`src/rtl/mips_divider_if.sv`:
```
`default_nettype none
// ============================================================================
// Module      : mips_divider_if
// Description : Request/response bundle for the multi-cycle EX-stage divider.
//               master : pipeline side (drives the request, reads the result)
//               slave  : divider side
//   start       request a division, sampled only while the divider is idle
//   is_signed   1 = DIV (two's complement), 0 = DIVU
//   dividend    numerator, sampled with start
//   divisor     denominator, sampled with start
//   busy        high while an operation is in progress
//   done        one-cycle pulse when results are valid
//   quotient    result to LO
//   remainder   result to HI
//   div_by_zero set together with done when the divisor was zero
// Revision    : 1.0 - initial release
// ============================================================================
interface mips_divider_if #(
  parameter int WIDTH = 32
);
  logic             start;
  logic             is_signed;
  logic [WIDTH-1:0] dividend;
  logic [WIDTH-1:0] divisor;
  logic             busy;
  logic             done;
  logic [WIDTH-1:0] quotient;
  logic [WIDTH-1:0] remainder;
  logic             div_by_zero;

  modport master (
    output start, is_signed, dividend, divisor,
    input  busy, done, quotient, remainder, div_by_zero
  );

  modport slave (
    input  start, is_signed, dividend, divisor,
    output busy, done, quotient, remainder, div_by_zero
  );
endinterface
`default_nettype wire

```
`src/rtl/mips_divider.sv`:
```
`default_nettype none
// ============================================================================
// Module      : mips_divider
// Description : Radix-2 restoring divider for MIPS DIV/DIVU, one quotient bit
//               per clock. Signed operations divide magnitudes and fix the
//               signs in a final cycle. A zero divisor completes in one cycle
//               with quotient all ones and the dividend as remainder.
//   clk    rising-edge clock
//   reset  synchronous, active-high; discards any in-flight operation
//   bus    mips_divider_if.slave (request, busy/done, results)
// Revision    : 1.0 - initial release
// ============================================================================
module mips_divider #(
  parameter int WIDTH = 32
) (
  input  logic           clk,
  input  logic           reset,
  mips_divider_if.slave  bus
);

  localparam int CW = $clog2(WIDTH) + 1;
  localparam logic [CW-1:0] LAST_ITER = CW'(WIDTH - 1);

  localparam logic [1:0] S_IDLE = 2'd0;
  localparam logic [1:0] S_RUN  = 2'd1;
  localparam logic [1:0] S_FIX  = 2'd2;
  localparam logic [1:0] S_DZ   = 2'd3;

  logic [1:0]       state;
  logic             sgn;        // operation is DIV
  logic             dvd_neg;    // dividend was negative (signed only)
  logic             dvs_neg;    // divisor was negative (signed only)
  logic [WIDTH-1:0] quo;        // dividend magnitude shifting out, quotient shifting in
  logic [WIDTH-1:0] rem;        // partial remainder
  logic [WIDTH-1:0] dvs_mag;
  logic [CW-1:0]    count;

  logic             busy_q;
  logic             done_q;
  logic             dz_q;
  logic [WIDTH-1:0] quotient_q;
  logic [WIDTH-1:0] remainder_q;

  // Operand magnitudes at the request; 0x80000000 negates to itself, which
  // is the correct magnitude when read as unsigned.
  logic             in_dvd_neg;
  logic             in_dvs_neg;
  logic [WIDTH-1:0] in_dvd_mag;
  logic [WIDTH-1:0] in_dvs_mag;

  assign in_dvd_neg = bus.is_signed & bus.dividend[WIDTH-1];
  assign in_dvs_neg = bus.is_signed & bus.divisor[WIDTH-1];
  assign in_dvd_mag = in_dvd_neg ? -bus.dividend : bus.dividend;
  assign in_dvs_mag = in_dvs_neg ? -bus.divisor  : bus.divisor;

  // One restoring step. The shifted remainder is below 2*divisor, so a
  // WIDTH+1-bit difference never wraps: its MSB is a reliable borrow flag.
  logic [WIDTH:0] shifted;
  logic [WIDTH:0] trial;
  logic           borrow;

  assign shifted = {rem, quo[WIDTH-1]};
  assign trial   = shifted - {1'b0, dvs_mag};
  assign borrow  = trial[WIDTH];

  // Sign fix-up. Negating the dividend magnitude recovers the original
  // dividend, which is what the divide-by-zero path reports as remainder.
  logic [WIDTH-1:0] quo_fixed;
  logic [WIDTH-1:0] rem_fixed;
  logic [WIDTH-1:0] dvd_orig;

  assign quo_fixed = (sgn & (dvd_neg ^ dvs_neg)) ? -quo : quo;
  assign rem_fixed = (sgn & dvd_neg) ? -rem : rem;
  assign dvd_orig  = (sgn & dvd_neg) ? -quo : quo;

  always_ff @(posedge clk) begin
    if (reset) begin
      state       <= S_IDLE;
      sgn         <= 1'b0;
      dvd_neg     <= 1'b0;
      dvs_neg     <= 1'b0;
      quo         <= '0;
      rem         <= '0;
      dvs_mag     <= '0;
      count       <= '0;
      busy_q      <= 1'b0;
      done_q      <= 1'b0;
      dz_q        <= 1'b0;
      quotient_q  <= '0;
      remainder_q <= '0;
    end else begin
      // done is a single-cycle pulse unless re-asserted below.
      done_q <= 1'b0;
      case (state)
        S_IDLE: begin
          if (bus.start) begin
            sgn     <= bus.is_signed;
            dvd_neg <= in_dvd_neg;
            dvs_neg <= in_dvs_neg;
            quo     <= in_dvd_mag;
            dvs_mag <= in_dvs_mag;
            rem     <= '0;
            count   <= '0;
            busy_q  <= 1'b1;
            state   <= (bus.divisor == '0) ? S_DZ : S_RUN;
          end
        end
        S_RUN: begin
          quo   <= {quo[WIDTH-2:0], ~borrow};
          rem   <= borrow ? shifted[WIDTH-1:0] : trial[WIDTH-1:0];
          count <= count + 1'b1;
          if (count == LAST_ITER) begin
            state <= S_FIX;
          end
        end
        S_FIX: begin
          quotient_q  <= quo_fixed;
          remainder_q <= rem_fixed;
          dz_q        <= 1'b0;
          done_q      <= 1'b1;
          busy_q      <= 1'b0;
          state       <= S_IDLE;
        end
        S_DZ: begin
          quotient_q  <= '1;
          remainder_q <= dvd_orig;
          dz_q        <= 1'b1;
          done_q      <= 1'b1;
          busy_q      <= 1'b0;
          state       <= S_IDLE;
        end
        default: state <= S_IDLE;
      endcase
    end
  end

  assign bus.busy        = busy_q;
  assign bus.done        = done_q;
  assign bus.div_by_zero = dz_q;
  assign bus.quotient    = quotient_q;
  assign bus.remainder   = remainder_q;

endmodule
`default_nettype wire

```
`src/flat_wrapper.sv`:
```
// flat-port wrapper written by rule: the top's interface ports become plain ports
module mips_divider_flat 
#(
  parameter int WIDTH = 32
)
  (clk, reset, bus_start, bus_is_signed, bus_dividend, bus_divisor, bus_busy, bus_done, bus_quotient, bus_remainder, bus_div_by_zero);
  mips_divider_if #(.WIDTH(WIDTH)) bus_i ();
  input  logic clk;
  input  logic reset;
  input wire logic [$bits(bus_i.start)-1:0] bus_start;
  input wire logic [$bits(bus_i.is_signed)-1:0] bus_is_signed;
  input wire logic [$bits(bus_i.dividend)-1:0] bus_dividend;
  input wire logic [$bits(bus_i.divisor)-1:0] bus_divisor;
  output wire logic [$bits(bus_i.busy)-1:0] bus_busy;
  output wire logic [$bits(bus_i.done)-1:0] bus_done;
  output wire logic [$bits(bus_i.quotient)-1:0] bus_quotient;
  output wire logic [$bits(bus_i.remainder)-1:0] bus_remainder;
  output wire logic [$bits(bus_i.div_by_zero)-1:0] bus_div_by_zero;
  assign bus_i.start = bus_start;
  assign bus_i.is_signed = bus_is_signed;
  assign bus_i.dividend = bus_dividend;
  assign bus_i.divisor = bus_divisor;
  assign bus_busy = bus_i.busy;
  assign bus_done = bus_i.done;
  assign bus_quotient = bus_i.quotient;
  assign bus_remainder = bus_i.remainder;
  assign bus_div_by_zero = bus_i.div_by_zero;
  mips_divider #(.WIDTH(WIDTH)) u_core (.clk(clk), .reset(reset), .bus(bus_i));
endmodule
```
`config.mk`:
```
export PLATFORM = sky130hd
export DESIGN_NAME = mips_divider_flat
export DESIGN_NICKNAME = d
export VERILOG_FILES = /design/src/rtl/mips_divider_if.sv /design/src/rtl/mips_divider.sv /design/src/flat_wrapper.sv
export SDC_FILE = /design/constraint.sdc
export NUM_CORES = 1
export LEC_CHECK = 0
export CAP_MARGIN = 20
export CORE_MARGIN = 2
export CORE_UTILIZATION = 55
export DETAILED_ROUTE_END_ITERATION = 10
export GPL_ROUTABILITY_DRIVEN = 0
export PLACE_DENSITY = 0.78
export SYNTH_ARGS = -nofsm -noshare
export SYNTH_HDL_FRONTEND = slang
export SYNTH_SLANG_ARGS = --single-unit
```
`constraint.sdc`:
```
create_clock -name clk -period 3.8 [get_ports clk]
set_clock_uncertainty 0.2 [all_clocks]
set_input_delay 0.76 -clock clk [delete_from_list [all_inputs] [get_ports clk]]
set_output_delay 0.76 -clock clk [all_outputs]
set_load 0.01 [all_outputs]
```
==> results.cfg, run 1 <==
[clock_tree]
cts_buffer_depth = 2
insertion_delay_ps = 440
cts_hold_buf = 0
cts_buffers = 17
path_clk_slew_ps = 70
postCtsSetupRepairBufs = 0
post_cts_resize_count = 0
htreeDepth = 4
cts_tree = yes
cts.sinks = 174
cts-root-buf = clkbuf_16

[setup_path]
critPathKind = flip-flop to flip-flop
startpoint = u_core.dvs_mag[16]
rr_startpoint = u_core.dvs_mag[16]
crit_path_end = u_core.rem[1]
r2r_slack_ps = 330
critical_path.max_stage_delay_ps = 440
reg2reg_depth = 12
cp_max_fo = 11
critPathLaunchType = flip-flop
arrival_ps = 3610
cp-end-kind = flip-flop
timing.rr.end = u_core.rem[1]
worstPathRequired_ps = 3940
path_cells = inv_1 -> ha_1 -> nand4_2 -> or3_4 -> or2_1 -> o2111ai_1 -> nand2_2 -> buf_4 -> o211ai_1 -> o211ai_4 -> or2_2 -> a32o_1
crit_slowest_cell = ha_1

[placement]
portBuffers = 134
place_ws_ps = -38.6
hpwl_um = 24500

[die]
die_h_um = 150
io_pins = 135
rows = 53
core_um2 = 21000
start_util_pct = 56.0
dieArea_um2 = 22500
die_x_um = 150

[synth]
synth_edf_count = 0
ys_ff_latch = 174
synth_top_family_by_area = simple AND/OR/NAND/NOR gates
synth-xor-area-share_pct = 12.9
synthSimpleGateAreaFrac_pct = 21.8
post-synth-top-count-cell = nor2_1
yosys-top-cells-count = nor2_1 (231), dfxtp_1 (174), nand2_1 (139)
synth_adder_area_share_pct = 4.12
synth_fp_nets = 1647
synth_warnings = 0
synth.area.top_cells = dfxtp_1 (30%), nor2_1 (7.4%), xnor2_1 (6.9%), xor2_1 (6.1%), a21oi_1 (5.3%)
syn_area_um2 = 11700
async_flop_share_pct = 0
synth_top_cell_by_area = dfxtp_1
synth_ff_type = dfxtp_1
synthMuxAreaShare_pct = 4.30
postSynthCellCount = 1541
avgSynthCellArea_um2 = 7.61
synth.yosys.seq_area_share_pct = 29.7
synth_cell_type_count = 77
synth_top_area_share_pct = 29.7
synth_compound_area_share_pct = 21.7

[sta]
slew_headroom_pct = 31.3
hold_viol_final = 0
post-route-period-util_pct = 91.3
period_minus_slack_ps = 3470
slew_viol_final = 0
setup_ws_ps = 329
hold-worst-slack_ps = 263
tightest_slew_ps = 1030
fmax_ghz = 0.288
rsz0062_at_grt = false
setup_viol = 0

[drt]
wire_per_inst_um = 17.2
drcViolationCount = 0
first_pass_iters = 7
vias = 11500
routed_wl_um = 33000
wl_met1_um = 15000
drtIter0Drc = 939
vias_per_cell = 5.97
top_layer_used = met4
route.met3.wl_um = 2240
route.met2.wl_um = 14800
final_antenna_net_count = 0

[worst_hold_path]
hold_path.class = flip-flop to flip-flop

[cells_and_area]
multiInputGateArea_um2 = 7620
antennaDiodeCount = 0
seq_area_um2 = 3490
drive_gt1_share_pct = 7.35
nets = 1741
fill_cells = 1851
area.growth.synth_to_final_pct = 19.1

[power_and_ir_drop]
p_comb_share_pct = 61.9
pwr-share-clk_pct = 15.8
irDropWorstVdd_v = 0.000591
pwr_density_cell_nw_per_um2 = 774
p_leak_nw = 5.34
intPower_mw = 5.98
seq_power_share_pct = 22.3
switching_power_mw = 4.82
netSwitchingFraction_pct = 44.6

[global_route]
grt_remaining_overflow = 0
grt_max_degree = 129
antenna_found_initial = 0
grt_usage_pct = 29.4
grt_first_pass_wirelength_um = 52700
grt_pass1_vias = 10500

[flow_run]
maxCapViolations = 0

[run_status]
status = complete, no violations
-- area by class of cell --
cell class,instances,area share [%]
clock buffer,17,3.05
tap,275,2.46
sequential,174,25.0
clock inverter,13,0.932
inverter,53,1.42
timing repair buffer,182,12.6
multi-input combinational,1207,54.6
-- per-layer routing --
layer	track usage, %	vias to the layer above
li1	-	5577
met1	40.8	5377
met2	45.9	450
met3	4.76	67
met4	10.9	0
met5	0	-
-- worst min-delay path by stage --
stage / slack [ps] / endpoint / startpoint / cells past startpoint
after floorplan: 230 / u_core.dvs_mag[25] / u_core.dvs_mag[25] / 2
after global placement: 240 / u_core.dvs_mag[25] / u_core.dvs_mag[25] / 2
after detailed placement: 250 / u_core.dvs_mag[26] / u_core.dvs_mag[26] / 2
after CTS: 260 / u_core.dvs_mag[31] / u_core.dvs_mag[31] / 2
after global routing: 290 / u_core.dvs_mag[16] / u_core.dvs_mag[16] / 2
final: 260 / u_core.dvs_mag[31] / u_core.dvs_mag[31] / 2
-- per-stage QoR --
stage               total power, mW  util [%]  instances  setup TNS (ps)  cell area, um2
CTS                            10.7      66.6       1921               0           14000
detailed placement             8.99      64.0       1891           -38.6           13400
global placement               8.83      64.0       1891               0           13400
finish                         10.8      66.6       1921               0           14000
global route                   11.5      66.6       1921               0           14000
floorplan                      7.50         -       1541               0           11700
-- worst max-delay path: cells and delay by family, from the launching register on --
kind / cells / cell delay [ps]
AND/OR/NAND/NOR: 5 / 1290
flip-flops: 1 / 330
AO/OA/AOI/OAI: 4 / 890
adder cells (fa/ha/maj): 1 / 440
buffers and inverters: 2 / 220
-- power by group through the flow --
stage	logic, mW	registers, mW	clock network [mW]
detailed placement	6.56	2.43	0
finish	6.69	2.41	1.71
global placement	6.41	2.42	0
global route	7.26	2.44	1.79
CTS	6.59	2.39	1.71
floorplan	5.18	2.32	0
-- cell families (layout without fill, tap and decap cells) --
family	after synthesis	after routing
AO/OA/AOI/OAI	404	404
AND/OR/NAND/NOR	543	543
XOR/XNOR	173	173
buffers and inverters	160	265
flip-flops	174	174
adder cells (fa/ha/maj)	38	38
multiplexers	49	49
-- sequential cells by signal (all words and copies together), names as in the netlist --
register,count
u_core.dvs_neg,1
u_core.bus.busy,1
u_core.count,6
u_core.bus.remainder,32
u_core.bus.done,1
u_core.state,2
u_core.rem,32
u_core.bus.quotient,32
u_core.quo,32
u_core.dvd_neg,1
u_core.bus.div_by_zero,1
u_core.sgn,1
u_core.dvs_mag,32
-- cell usage in the layout (no fill, tap or decap), types with 7 or more instances in the layout --
| master | instances |
|---|---|
| o31ai_1 | 12 |
| o22ai_1 | 36 |
| o21ai_0 | 68 |
| dfxtp_1 | 173 |
| clkbuf_16 | 17 |
| o21ai_1 | 27 |
| buf_4 | 44 |
| a21oi_1 | 123 |
| and3_1 | 8 |
| a31oi_1 | 9 |
| inv_1 | 53 |
| xnor2_1 | 92 |
| a211oi_1 | 54 |
| nand2b_1 | 18 |
| nor3_1 | 28 |
| nor2_1 | 229 |
| or4_1 | 10 |
| or3_1 | 18 |
| nand2_1 | 139 |
| o211ai_1 | 11 |
| nor4_1 | 18 |
| mux2i_1 | 47 |
| nand3_1 | 16 |
| xor2_1 | 81 |
| ha_1 | 37 |
| a21o_1 | 12 |
| clkdlybuf4s50_1 | 133 |
| and2_1 | 7 |
(Power assumes the default switching activity.)
==> run 2: changes to the inputs <==
--- a/config.mk
+++ b/config.mk
@@ -7,10 +7,10 @@
 export LEC_CHECK = 0
 export CAP_MARGIN = 20
 export CORE_MARGIN = 2
-export CORE_UTILIZATION = 55
+export CORE_UTILIZATION = 32
 export DETAILED_ROUTE_END_ITERATION = 10
 export GPL_ROUTABILITY_DRIVEN = 0
-export PLACE_DENSITY = 0.78
+export SKIP_LAST_GASP = 1
 export SYNTH_ARGS = -nofsm -noshare
 export SYNTH_HDL_FRONTEND = slang
 export SYNTH_SLANG_ARGS = --single-unit
==> run 2 against run 1 <==
Non-clock buffer count rose by 4. Core utilization down 27 points. Clock power grew 4%. Final cell count increased by 10%. Combinational power is 1% lower. Sequential power about the same. Global-route usage decreased by 11 points. Register-to-register slack worse by 40 ps. Sequential cell count did not move. Count of clock-buffer cells in the layout increased by 2. Critical path type unchanged. Largest power group unchanged.
==> results.cfg, run 2 (synthesis gave the netlist of run 1 again) <==
[sta]
post-route-period-util_pct = 92.3
tightest_slew_ps = 1080
hold-worst-slack_ps = 261
rsz0062_at_grt = false
period_minus_slack_ps = 3510
hold_viol_final = 0
slew_headroom_pct = 28.3
slew_viol_final = 0
setup_viol = 0
fmax_ghz = 0.285

[global_route]
grt_usage_pct = 18.7
grt_pass1_vias = 10700
grt_max_degree = 99
grt_first_pass_wirelength_um = 57400
grt_remaining_overflow = 0
antenna_found_initial = 0

[placement]
hpwl_um = 27100
dpl-instance-area_um2 = 13700
portBuffers = 134

[run_status]
status = complete, no violations

[die]
die_h_um = 195
rows = 70
start_util_pct = 32.3
io_pins = 135
die_x_um = 195
core_um2 = 36300
dieArea_um2 = 38200

[clock_tree]
cts-root-buf = clkbuf_16
postCtsSetupRepairBufs = 0
post_cts_resize_count = 0
cts_tree = yes
path_clk_slew_ps = 70
cts_buffers = 17
htreeDepth = 4
insertion_delay_ps = 440
cts_buffer_depth = 2
cts.sinks = 174
cts_hold_buf = 0

[drt]
drcViolationCount = 0
wl_met1_um = 17000
top_layer_used = met4
first_pass_iters = 5
route.met2.wl_um = 16100
wire_per_inst_um = 16.8
vias_per_cell = 5.28
drtIter0Drc = 716
routed_wl_um = 35600
route.met3.wl_um = 1600
vias = 11200
final_antenna_net_count = 0

[cells_and_area]
fin_area_um2 = 14300
drive_gt1_share_pct = 7.63
nets = 1745
final_cell_mix = nor2_1 (229), dfxtp_1 (173), nand2_1 (139)
antennaDiodeCount = 0
final_common_cell = nor2_1
post-route-util_pct = 39.3
area.growth.synth_to_final_pct = 21.7

[worst_hold_path]
hold_path.class = flip-flop to flip-flop

[setup_path]
worstPathRequired_ps = 3900
arrival_ps = 3610
cp_top_family = compound AO/OA/AOI/OAI gates
cp-end-kind = flip-flop
critPathKind = flip-flop to flip-flop
critical_path.max_stage_delay_ps = 690
critPathLaunchType = flip-flop
cp_num_buf_inv = 1
crit_slowest_cell = o31ai_1
cp_max_fo = 3
path_cells = inv_1 -> ha_1 -> nor2b_1 -> o2111a_1 -> o21ai_0 -> a2111oi_0 -> o31ai_1 -> o21ai_0 -> xor2_1 -> mux2i_1 -> o21ai_1
cp_common_cell = o21ai_0

[power_and_ir_drop]
irDropWorstVdd_v = 0.000507
finalPower_mw = 10.8
pwr_density_cell_nw_per_um2 = 756
p_leak_nw = 5.37

[flow_run]
maxCapViolations = 0
[run 2: layout make-up]
cell class	instances	area, um2
Multi-Input combinational cell	1207	7620
Clock buffer	19	443
Clock inverter	13	143
Fill cell	3706	22100
Sequential cell	174	3490
Inverter	53	199
Timing Repair Buffer	186	1790
Tap cell	468	586
[run 2: tightest hold or removal path, cell delays in order (launching register included)]
cell	delay (ps)
dfxtp_1	320
nand2_1	50
a21oi_1	50
[run 2: power by group]
group	internal (mW)	switching (mW)
Clock	0.950	0.831
Sequential	2.05	0.357
Combinational	2.95	3.65
[run 2: layer usage]
layer,track usage (%),vias to the layer above
li1,-,5612
met1,25.8,5272
met2,29.9,259
met3,2.49,51
met4,6.56,0
met5,0,-
[run 2: path summary, 6_finish.rpt]
path | start | to | slack, ps | depth (start not counted)
worst max-delay path | u_core.dvs_mag[1] | u_core.rem[27] | 290 | 11
worst min-delay path | u_core.dvs_mag[23] | u_core.dvs_mag[23] | 260 | 2
worst min register to register | u_core.dvs_mag[23] | u_core.dvs_mag[23] | 260 | 2
worst max register to register | u_core.dvs_mag[1] | u_core.rem[27] | 290 | 11
[run 2: stage by stage]
step | setup slack [ps] | TNS (ps) | std cells
floorplan | 673 | 0 | 1541
global placement | 57.3 | 0 | 2088
detailed placement | -155 | -155 | 2088
CTS | 326 | 0 | 2120
global route | 69.2 | 0 | 2120
finish | 293 | 0 | 2120
==> run 3: changes to the inputs <==
--- a/config.mk
+++ b/config.mk
@@ -6,7 +6,7 @@
 export NUM_CORES = 1
 export LEC_CHECK = 0
 export CAP_MARGIN = 20
-export CORE_MARGIN = 2
+export CORE_MARGIN = 3
 export CORE_UTILIZATION = 32
 export DETAILED_ROUTE_END_ITERATION = 10
 export GPL_ROUTABILITY_DRIVEN = 0
==> run 3 against run 2 <==
Clock power about the same. First-iteration DRC count increased by 22%. Final cell count is 0.19% lower. Critical path depth up 1. Count of clock-buffer cells in the layout did not move. Largest power group unchanged. Highest routed layer unchanged. Fmax increased by 2.0%.
==> results.cfg, run 3 (synthesis gave the netlist of run 1 again) <==
[placement]
hpwl_um = 27200
dpl-instance-area_um2 = 13700
place_ws_ps = -31.3
portBuffers = 134

[cells_and_area]
final_cell_mix = nor2_1 (229), dfxtp_1 (173), nand2_1 (139)
final_common_cell = nor2_1
nets = 1749
area.growth.synth_to_final_pct = 21.7
drive_gt1_share_pct = 7.79
antennaDiodeCount = 0
fill_cells = 3649
fin_area_um2 = 14300

[flow_run]
maxCapViolations = 0

[power_and_ir_drop]
finalPower_mw = 10.8
p_leak_nw = 5.38
irDropWorstVdd_v = 0.000476
pwr_density_cell_nw_per_um2 = 757

[clock_tree]
cts_buffer_depth = 2
path_clk_slew_ps = 70
htreeDepth = 4
post_cts_resize_count = 0
postCtsSetupRepairBufs = 0
insertion_delay_ps = 440
cts.sinks = 174
cts_buffers = 17
cts-root-buf = clkbuf_16
cts_hold_buf = 0
cts_tree = yes

[setup_path]
cp_max_fo = 16
critPathLaunchType = flip-flop
worstPathRequired_ps = 3890
cp-end-kind = flip-flop
critPathKind = flip-flop to flip-flop
arrival_ps = 3530

[die]
die_x_um = 197
die_h_um = 197
dieArea_um2 = 39000
rows = 69
core_um2 = 35800
start_util_pct = 32.7
io_pins = 135

[drt]
wire_per_inst_um = 17.0
vias = 11300
first_pass_iters = 5
vias_per_cell = 5.34
drcViolationCount = 0
routed_wl_um = 36000
drtIter0Drc = 876
final_antenna_net_count = 0

[global_route]
grt_max_degree = 98
grt_usage_pct = 18.0
antenna_found_initial = 0
grt_first_pass_wirelength_um = 56700
grt_pass1_vias = 10500
grt_remaining_overflow = 0

[sta]
tightest_slew_ps = 1100
setup_tns_ps = 0
period_minus_slack_ps = 3440
post-route-period-util_pct = 90.5
fmax_ghz = 0.291
setup_ws_ps = 362
slew_headroom_pct = 26.6
hold_viol_final = 0
slew_viol_final = 0
setup_viol = 0
rsz0062_at_grt = false

[run_status]
status = complete, no violations

[worst_hold_path]
hold_path.class = flip-flop to flip-flop
[run 3: power by group]
group | internal, mW | switching [mW] | total, mW
registers | 2.05 | 0.347 | 2.39
logic | 2.98 | 3.68 | 6.66
clock network | 0.937 | 0.808 | 1.75
total | 5.96 | 4.83 | 10.8
[run 3: final cells by class]
type,count,area [um2],area share [%]
multi-input cells,1207,7620,53.4
clock inverters,12,123,0.859
well taps,461,577,4.04
clock buffers,19,443,3.10
inverters,53,199,1.39
flip-flops and latches,174,3490,24.4
repair buffers,190,1820,12.8
[run 3: per-layer routing]
metal | track usage, % | vias to the layer above | routed length, um
met5 | 0 | - | 0
met4 | 5.15 | 0 | 750
met3 | 2.29 | 38 | 1870
met2 | 28.4 | 290 | 16000
met1 | 25.9 | 5375 | 17300
li1 | - | 5603 | -
[run 3: per-stage QoR]
step	std cells	util, %	hold WS, ps
2_1_floorplan	1541	-	232
3_3_place_gp	2085	38.2	248
3_5_place_dp	2085	38.2	250
4_1_cts	2116	39.8	259
5_1_grt	2116	39.8	284
6_report	2116	39.8	254
[run 3: critical path, stage by stage, from the launching register on]
cell       delay [ps]
dfxtp_1           350
inv_1              60
ha_1              440
nand4_2           190
or3_4             390
or2_1             260
o2111ai_1         140
nand2_2           150
o21a_4            250
o211ai_4          340
buf_12            220
mux2i_1           230
o21ai_1            70
[run 3: final timing paths]
check                           slack [ps]          startpoint  cells after the start            endpoint
worst min-delay path                   250  u_core.dvs_mag[25]                      2  u_core.dvs_mag[25]
worst max register to register         360  u_core.dvs_mag[16]                     12      u_core.rem[24]
worst min register to register         250  u_core.dvs_mag[25]                      2  u_core.dvs_mag[25]
worst max-delay path                   360  u_core.dvs_mag[16]                     12      u_core.rem[24]
